## config.mk

```make
export PLATFORM = sky130hd
export DESIGN_NAME = frame_reader
export DESIGN_NICKNAME = d
export VERILOG_FILES = /design/src/rtl/frame_reader.sv
export SDC_FILE = /design/constraint.sdc
export NUM_CORES = 1
export LEC_CHECK = 0
export ABC_AREA = 1
export BUFFER_PORTS_ARGS = -buffer_cell sky130_fd_sc_hd__buf_2
export CAP_MARGIN = 10
export CORE_ASPECT_RATIO = 0.5
export CORE_MARGIN = 3
export CORE_UTILIZATION = 59
export DETAILED_ROUTE_END_ITERATION = 7
export GPL_ROUTABILITY_DRIVEN = 0
export MAX_ROUTING_LAYER = met4
export PLACE_DENSITY = 0.85
export SKIP_LAST_GASP = 1
export SYNTH_ARGS = -nofsm -noshare
export SYNTH_HDL_FRONTEND = slang
export SYNTH_SLANG_ARGS = --single-unit
```

## constraint.sdc

```tcl
create_clock -name clk -period 7.45 [get_ports clk]
set_input_delay 0.745 -clock clk [delete_from_list [all_inputs] [get_ports clk]]
set_output_delay 0.745 -clock clk [all_outputs]
set_load 0.05 [all_outputs]
```

## src/rtl/frame_reader.sv

```systemverilog
// Raster-order frame-buffer reader feeding a display FIFO through a 2-entry skid buffer.
// Define FRAME_READER_SOF_EN to add the sof output, tagged through the buffer with each pixel.
module frame_reader #(
   parameter int DATA_W       = 24,
   parameter int ADDR_W       = 17,
   parameter int FRAME_PIXELS = 76800
) (
   input  logic              clk,
   input  logic              rst_n,
   input  logic              full,
   input  logic [DATA_W-1:0] frame_data,
   output logic [ADDR_W-1:0] frame_addr,
   output logic              frame_re,
   output logic [DATA_W-1:0] data_out,
   output logic              we
`ifdef FRAME_READER_SOF_EN
   ,
   output logic              sof
`endif
);

   localparam int DEPTH = 2;
`ifdef FRAME_READER_SOF_EN
   localparam int ENT_W = DATA_W + 1;
`else
   localparam int ENT_W = DATA_W;
`endif

   logic [ADDR_W-1:0] addr_reg;
   logic [ADDR_W-1:0] addr_next;
   logic [1:0]        occ_reg;
   logic [1:0]        occ_next;
   logic              inflight_reg;
   logic [ENT_W-1:0]  ent_reg  [DEPTH];
   logic [ENT_W-1:0]  ent_next [DEPTH];
   logic [ENT_W-1:0]  cap_word;
   logic [2:0]        level;
   logic [1:0]        cap_slot;
   logic              pop;
   logic              issue;
   logic              shift;

   // Entry 0 is always the head, so data_out keeps the last pixel when the buffer drains.
   assign pop      = rst_n & (occ_reg != 2'd0) & ~full;
   assign level    = {1'b0, occ_reg} + {2'b00, inflight_reg} - {2'b00, pop};
   assign issue    = rst_n & (level < 3'd2);
   assign shift    = pop & (occ_reg == 2'd2);
   assign cap_slot = occ_reg - {1'b0, pop};
   assign occ_next = occ_reg + {1'b0, inflight_reg} - {1'b0, pop};

   always_comb begin
      addr_next = addr_reg;
      if (issue) begin
         if (addr_reg == ADDR_W'(FRAME_PIXELS - 1)) begin
            addr_next = '0;
         end else begin
            addr_next = addr_reg + ADDR_W'(1);
         end
      end
   end

   genvar gi;
   generate
      for (gi = 0; gi < DEPTH; gi++) begin : g_ent
         logic [ENT_W-1:0] hold_val;
         if (gi < DEPTH - 1) begin : g_mid
            assign hold_val = shift ? ent_reg[gi+1] : ent_reg[gi];
         end else begin : g_tail
            assign hold_val = ent_reg[gi];
         end
         // Returning read data lands in the first slot left free after this cycle's pop.
         assign ent_next[gi] = (inflight_reg && (cap_slot == 2'(gi))) ? cap_word : hold_val;
      end
   endgenerate

`ifdef FRAME_READER_SOF_EN
   logic inflight_sof_reg;

   assign cap_word = {inflight_sof_reg, frame_data};
   assign sof      = we & ent_reg[0][DATA_W];

   always_ff @(posedge clk) begin
      if (!rst_n) begin
         inflight_sof_reg <= 1'b0;
      end else begin
         inflight_sof_reg <= issue & (addr_reg == '0);
      end
   end
`else
   assign cap_word = frame_data;
`endif

   always_ff @(posedge clk) begin
      if (!rst_n) begin
         addr_reg     <= '0;
         occ_reg      <= 2'd0;
         inflight_reg <= 1'b0;
         for (int i = 0; i < DEPTH; i++) begin
            ent_reg[i] <= '0;
         end
      end else begin
         addr_reg     <= addr_next;
         occ_reg      <= occ_next;
         inflight_reg <= issue;
         for (int i = 0; i < DEPTH; i++) begin
            ent_reg[i] <= ent_next[i];
         end
      end
   end

   assign frame_addr = addr_reg;
   assign frame_re   = issue;
   assign we         = pop;
   assign data_out   = ent_reg[0][DATA_W-1:0];

endmodule

```

# Word level (Yosys, flattened, before mapping)

Memory sizes are Yosys's and may differ from the RTL's.
Cells that the tools add are included.

Add/sub/neg operators: 6
Multiply operators: 0
Divide/modulo/power cells: 0
Order comparisons: 1
Equality and inequality tests: 3
Shift operators: 0
Muxes and demuxes: 8
Bitwise gates (word level): 7
Reduce and logical (&&, ||, !) cells: 4

Operators with widths:

| cell                                                 | number |
|---|---|
| 2-to-1 mux 24 bit                                    | 5 |
| adder 17 x 1 -> 17 bit (second input constant)       | 1 |
| equality test 17 bit (second input constant)         | 1 |
| 2-to-1 mux 17 bit                                    | 1 |
| bitwise AND 1 bit                                    | 4 |
| subtractor 2 x 1 -> 2 bit                            | 2 |
| adder 2 x 1 -> 3 bit                                 | 1 |
| < comparator 3 x 2 -> 1 bit (second input constant)  | 1 |
| subtractor 3 x 1 -> 3 bit                            | 1 |
| adder 2 x 1 -> 2 bit                                 | 1 |
| equality test 2 x 1 -> 1 bit (second input constant) | 1 |
| equality test 2 bit (second input constant)          | 1 |
| logical AND 1 bit                                    | 2 |
| zero test 2 bit                                      | 1 |
| 2-to-1 mux 1 bit                                     | 2 |
| OR 1 bit                                             | 2 |
| nonzero test 2 bit                                   | 1 |
| NOT 1 bit                                            | 1 |

Register bits after elaboration: 20
Latch bits: 0
RAM bits: 48
Bits in read-only memories: 0
Input port bits: 27
Output and inout port bits: 43
Logic and storage cells: 33
Memories kept: 1

Memories:

| memory  | depth | bits a word | rd ports | clocked after memory_dff | wr ports | RTL line | RTL |
|---|---|---|---|---|---|---|---|
| ent_reg | 2     | 24          | 2        | 0                        | 2        | 34       | `logic [ENT_W-1:0] ent_reg [DEPTH];` |

# Longest topological paths before layout

Gate-level depths: netlist of the first run.

Depth in word-level cells: 8
Mapped depth: 16
Mapped depth without buffers: 15

# Least setup slack after synthesis of the first run

No wires, ideal clock.

Path kind: input to output
From: in rst_n
To: out frame_re
Arrival: 3.143 ns
Data required time: 6.705 ns
Slack: 3.562 ns
Cell stages on the path: 11
Buffers on the path: 1
Cells stage by stage: buf_4 inv_2 nor2_2 o21a_1 ha_1 inv_1 ha_1 fa_1 inv_1 nand3_1 nor2_2

Longest elaborated chain between the ends: 5

Ends and longest elaborated chain:

| item                            | RTL line | RTL |
|---|---|---|
| start: declaration              | 9        | `input logic rst_n,` |
| bitwise AND 1 bit (2 in series) | 44       | `assign pop = rst_n & (occ_reg != 2'd0) & ~full;` |
| net we                          | 15       | `output logic we` |
| subtractor 3 x 1 -> 3 bit       | 45       | `assign level = {1'b0, occ_reg} + {2'b00, inflight_reg} - {2'b00, pop};` |
| net level[1]                    | 37       | `logic [2:0] level;` |
| < comparator 3 x 2 -> 1 bit     | 46       | `assign issue = rst_n & (level < 3'd2);` |
| bitwise AND 1 bit               | 46       |  |
| end: declaration                | 13       | `output logic frame_re,` |

The timed path passes the listed nets, and every way through them passes these cells.

# Worst setup path after layout of the first run

From: in rst_n
To: out frame_re

Longest elaborated chain between the ends: 5

Ends and longest elaborated chain:

| item                            | RTL line |
|---|---|
| bitwise AND 1 bit (2 in series) | 44 |
| subtractor 3 x 1 -> 3 bit       | 45 |
| net level[1]                    | 37 |
| < comparator 3 x 2 -> 1 bit     | 46 |
| bitwise AND 1 bit               | 46 |

The timed path passes the listed nets, and every way through them passes these cells.

==> out/results.ini, run 1 <==
[synth]
syn_avg_cell_area_um2=7.049
yosysUniqueCellTypes=30
yosys.area.top_type_share_pct=39.99
synth_largest_area_cell=dfxtp_1
syn_area_um2=3405
synth_cells=483
seq_area_frac_synth_pct=39.99
synth_seq_cells=68
yosys_warnings=0
synth_area_leaders=dfxtp_1 (40%), nor2_1 (11%), nand2_1 (10%)
syn-num-nets=515

[layout]
largest_reg_flops=48
drive_gt1_share_pct=19.77
fin_nets=553
area_growth_pct=14.19
diodes=0

[setup_path]
r2r_start=occ_reg[1]
worstSetupPathType=in -> out
critPathLaunchType=input port
cp-end-kind=primary output
arrival_ns=3.65
crit_start=rst_n
critPathMaxFanout=54
cp_data_required_time_ns=6.70

[detailed_routing]
drc=0
wl_um=7348
vias_per_cell=5.107
num_vias=3044
drt_iter0_markers=261
ant_nets=0
wl_per_cell_um=12.33
dr.pass1.iters=4

[die]
start_util_pct=64.88
fp.dieW_um=113.4
core_um2=5248
rows=18
die_area_um2=6773
die_y_um=59.72
ioPinCount=70

[clock_tree]
cts_sinks=68
cts_resized=0
numCtsBuffers=9
cts_setup_buffers=0
ctsHoldBuffers=0
clkSlewWorstSetupHoldPaths_ns=0.06
clock_latency_ns=0.32
clockRootBuffer=clkbuf_16
htreeDepth=3
tritoncts=yes
cts.path.max_buffers=2

[power_and_ir_drop]
ir_drop_mv=0.2885
power_density_nw_per_um2=490.7
p_leak_nw=2.052
power_w=0.001908

[global_route]
gr-usage-met3_pct=5.763
grtUsageMet1_pct=27.17
grt_pass1_wl_um=12500
groute.layer.met2.usage_pct=41.84
grt_max_degree=55
top_usage_layer=met2
grt_util_all_layers_pct=23.57
grt_pass1_vias=2879
antenna_found_initial=0
grt-ovfl-total=0

[place]
io_buffers=69
dpl.hpwl_um=4669

[worst_hold_path]
hold_class=reg -> reg
hold_start=ent_reg[0][10]

[flow_run]
maxCapViolCount=0

[sta]
fin_crit_sh_pct=58.97
slew_headroom_pct=41.88
min_period_ns=4.393
max_freq_mhz=227.6
slew_viol_final=0
tightest_slew_ns=0.8717
setup_viol=0
finalSetupTns_ns=0
hold_viol=0
rsz0062_at_grt=false
fin_worst_skew_ns=0.004928

[outcome]
status=finished clean

[cell families after synthesis]
group                    share of synthesized area, %
AO/OA/AOI/OAI                                   11.87
AND/OR/NAND/NOR                                 28.19
buffers and inverters                           16.10
XOR/XNOR                                        1.801
flip-flops                                      39.99
adder cells (fa/ha/maj)                         2.058
[per-layer routing]
metal / part of all wire, % / vias to the layer above / wire, um
li1: - / 1555 / -
met1: 46 / 1400 / 3358
met2: 48 / 78 / 3533
met3: 5.2 / 11 / 381
met4: 1.0 / 0 / 74
met5: 0 / - / 0
[cell usage in the layout (no fill, tap or decap), drive strengths merged]
cell	netlist	routed
a21oi	5	5
buf	36	69
bufinv	0	4
clkbuf	6	9
clkinv	0	1
dfxtp	68	68
fa	1	1
ha	4	4
inv	59	61
nand2	93	93
nand3	23	23
nand3b	1	1
nor2	104	104
nor3	1	1
o21a	1	1
o21ai	72	72
or2	2	2
xnor2	5	5
xor2	2	2
[worst max-delay path: stages]
cell and delay, ns:
buf_2 0.65, inv_2 0.24, nor2_2 0.18, o21a_1 0.19
ha_1 0.24, inv_1 0.05, ha_1 0.15, fa_1 0.46
inv_1 0.08, nand3_1 0.10, nor2_2 0.23, buf_2 0.30
[final timing paths]
check | endpoint | slack [ns] | cells after the start
worst max-delay path | frame_re | 3.06 | 12
worst min-delay path | ent_reg[0][10] | 0.49 | 2
worst max register to register | frame_addr[7] | 4.90 | 11
worst min register to register | ent_reg[0][10] | 0.49 | 2
[cell type report]
cell class | instances | area, um2
multi-input cells | 314 | 1495
flip-flops and latches | 68 | 1361
fillers | 440 | 1360
repair buffers | 69 | 345.3
inverters | 59 | 226.5
clock buffers | 9 | 225.2
clock inverters | 7 | 146.4
well taps | 70 | 87.58
[through the flow]
step / hold WS, ns / setup slack (ns) / cell area (um2) / utilization [%] / instances
floorplan: 0.4565 / 3.562 / 3405 / - / 483
global placement: 0.4716 / 3.149 / 3516 / 67.00 / 580
detailed placement: 0.4798 / 3.072 / 3516 / 67.00 / 580
CTS: 0.4963 / 3.064 / 3887 / 74.08 / 596
global route: 0.5165 / 2.863 / 3887 / 74.08 / 596
finish: 0.4924 / 3.057 / 3887 / 74.08 / 596
[cells in the mapped netlist]
cell      instances
nor2_1           96
nand2_1          92
dfxtp_1          68
inv_1            55
o21ai_1          41
o21ai_0          31
buf_4            27
nand3_1          20
buf_6             8
clkbuf_1          5
xnor2_1           5
a21oi_1           4
ha_1              4
nor2_2            4
nor2_4            4
inv_2             2
inv_4             2
nand3_4           2
xor2_1            2
a21oi_4           1
buf_2             1
clkbuf_2          1
fa_1              1
nand2_4           1
nand3_2           1
nand3b_1          1
nor3_1            1
o21a_1            1
or2_2             1
or2_4             1
[power by group]
group | total [W] | switching, W | internal (W)
Combinational | 0.000836 | 0.000627 | 0.000209
Sequential | 0.000545 | 0.0000603 | 0.000484
Clock | 0.000527 | 0.000163 | 0.000364
No activity file was read; power rests on OpenSTA's default activity.
==> inputs of run 2 (changes only) <==
- CORE_UTILIZATION: 59 -> 49
- PLACE_DENSITY: 0.85 -> 0.75
- clock period: 7.45 -> 3.5 ns (I/O delays scaled with it)
==> run 2 against run 1 <==
Die area up 19%; critical endpoint unchanged; via count fell by 2.8%; combinational power grew 110%; final cell count increased by 3.0%.
==> out/results.ini, run 2 (same netlist as run 1, synthesis figures left out) <==
[sta]
slew_viol_final=0  ; unchanged
min_period_ns=2.928
tightest_slew_ns=0.5763  ; -0.2955 ns
fin_worst_skew_ns=0.005391  ; +0.0004629 ns
rsz0062_at_grt=false
hold_viol=0  ; unchanged
slew_headroom_pct=61.54  ; +20 points
setup_viol=0  ; unchanged
finalSetupTns_ns=0  ; unchanged
max_freq_mhz=341.5
fin_crit_sh_pct=83.66
layout_setup_ws_ns=0.5718  ; -2.485 ns

[global_route]
gr-usage-met3_pct=7.323  ; +1.6 points
grt_pass1_vias=2695  ; -6.4%
antenna_found_initial=0  ; unchanged
grt_util_all_layers_pct=19.91  ; -3.7 points
groute.layer.met2.usage_pct=31.41  ; -10 points
grtUsageMet1_pct=23.95  ; -3.2 points
grt_max_degree=54  ; -1.8%
grt-ovfl-total=0  ; unchanged
top_usage_layer=met2
grt_pass1_wl_um=12250  ; -2.0%

[layout]
diodes=0  ; unchanged
fin_nets=554  ; +0.18%
area_growth_pct=12.53
largest_reg_flops=48  ; unchanged
drive_gt1_share_pct=19.20  ; -0.57 points
final_common_cell=nor2_1
num-fill-cells=635  ; +44%
most-common-layout-cells=nor2_1 (96), nand2_1 (92), buf_2 (69)

[setup_path]
critPathLaunchType=register
rr_worst_depth=11  ; unchanged
critPathMaxFanout=5  ; -91%
arrival_ns=2.58  ; -1.07 ns
worstSetupPathType=reg -> out
cp-end-kind=primary output
cp_data_required_time_ns=3.15  ; -3.55 ns

[die]
die_y_um=64.94  ; +8.7%
fp.dieW_um=123.9  ; +9.2%
die_area_um2=8045  ; +19%
core_um2=6381  ; +22%
rows=20  ; +2
start_util_pct=53.35  ; -12 points
ioPinCount=70  ; unchanged

[power_and_ir_drop]
p_leak_nw=2.015  ; -1.8%
ir_drop_mv=0.5242  ; +82%
power_density_nw_per_um2=988.8  ; +100%

[detailed_routing]
drt_iter0_markers=165  ; -37%
dr.pass1.iters=4  ; unchanged
drc=0  ; unchanged
ant_nets=0  ; unchanged
wl_per_cell_um=11.72  ; -4.9%
vias_per_cell=4.818  ; -5.7%
wl_um=7196  ; -2.1%
num_vias=2958  ; -2.8%

[clock_tree]
clock_latency_ns=0.32  ; about the same
tritoncts=yes
ctsHoldBuffers=0  ; unchanged
htreeDepth=3  ; unchanged
clkSlewWorstSetupHoldPaths_ns=0.05  ; about the same
cts_setup_buffers=0  ; unchanged
cts_sinks=68  ; unchanged
cts.path.max_buffers=2  ; unchanged
numCtsBuffers=9  ; unchanged
cts_resized=0  ; unchanged
clockRootBuffer=clkbuf_16

[worst_hold_path]
hold_class=in -> reg
hold_depth=3  ; +1

[place]
io_buffers=69  ; unchanged
dpl.hpwl_um=4661  ; -0.17%
dp_slack_ns=0.6347  ; -2.438 ns

[flow_run]
maxCapViolCount=0  ; unchanged

[outcome]
status=finished clean

## run 2: cell count changes in the layout (fill, tap and decap cells not counted)
cell	delta
inv_6	-2
buf_4	+1
clkinv_4	-1
clkbuf_1	+3
clkinv_2	+1
bufinv_16	-3
clkbuf_8	+1
## run 2: cell type report
cell class	count	area (um2)	share of cell area [%]
Multi-Input combinational cell	314	1495	39.03
Sequential cell	68	1361	35.53
Timing Repair Buffer	70	352.8	9.210
Clock buffer	13	250.2	6.532
Inverter	59	226.5	5.911
Tap cell	88	110.1	2.874
Clock inverter	2	35.03	0.9144
## run 2: metal layers
layer / share of wire (%) / wire length (um)
met1: 48 / 3487
met2: 45 / 3226
met3: 5.9 / 422
met5: 0 / 0
met4: 0.83 / 60
## run 2: power breakdown
part           switching [W]  internal (W)
Sequential          0.000126       0.00103
Combinational        0.00132      0.000445
Clock               0.000300      0.000566
Total                0.00175       0.00204
## run 2: worst max-delay path, stage by stage, from the launching register on
cell,delay [ns]
dfxtp_1,0.35
o21a_1,0.21
ha_1,0.28
inv_1,0.04
ha_1,0.18
fa_1,0.48
inv_1,0.08
nand3_1,0.11
nor2_2,0.23
buf_2,0.32
## run 2: through the flow
| step | hold slack, ns | total power (W) | cells | utilization [%] | instance area, um2 |
|---|---|---|---|---|---|
| after floorplan | 0.4565 | 0.002878 | 483 | - | 3405 |
| after global placement | 0.4730 | 0.002923 | 599 | 55.57 | 3546 |
| after detailed placement | 0.4813 | 0.002939 | 599 | 55.57 | 3546 |
| after CTS | 0.2498 | 0.003828 | 614 | 60.04 | 3831 |
| after global routing | 0.2503 | 0.004092 | 614 | 60.04 | 3831 |
| final | 0.2624 | 0.003788 | 614 | 60.04 | 3831 |
## run 2: final timing paths
check,start,end,slack (ns)
setup / recovery,occ_reg[1],frame_re,0.57
hold / removal,frame_data[3],ent_reg[0][27],0.26
setup reg to reg,occ_reg[1],frame_addr[13],0.99
hold reg to reg,ent_reg[0][18],ent_reg[0][18],0.49
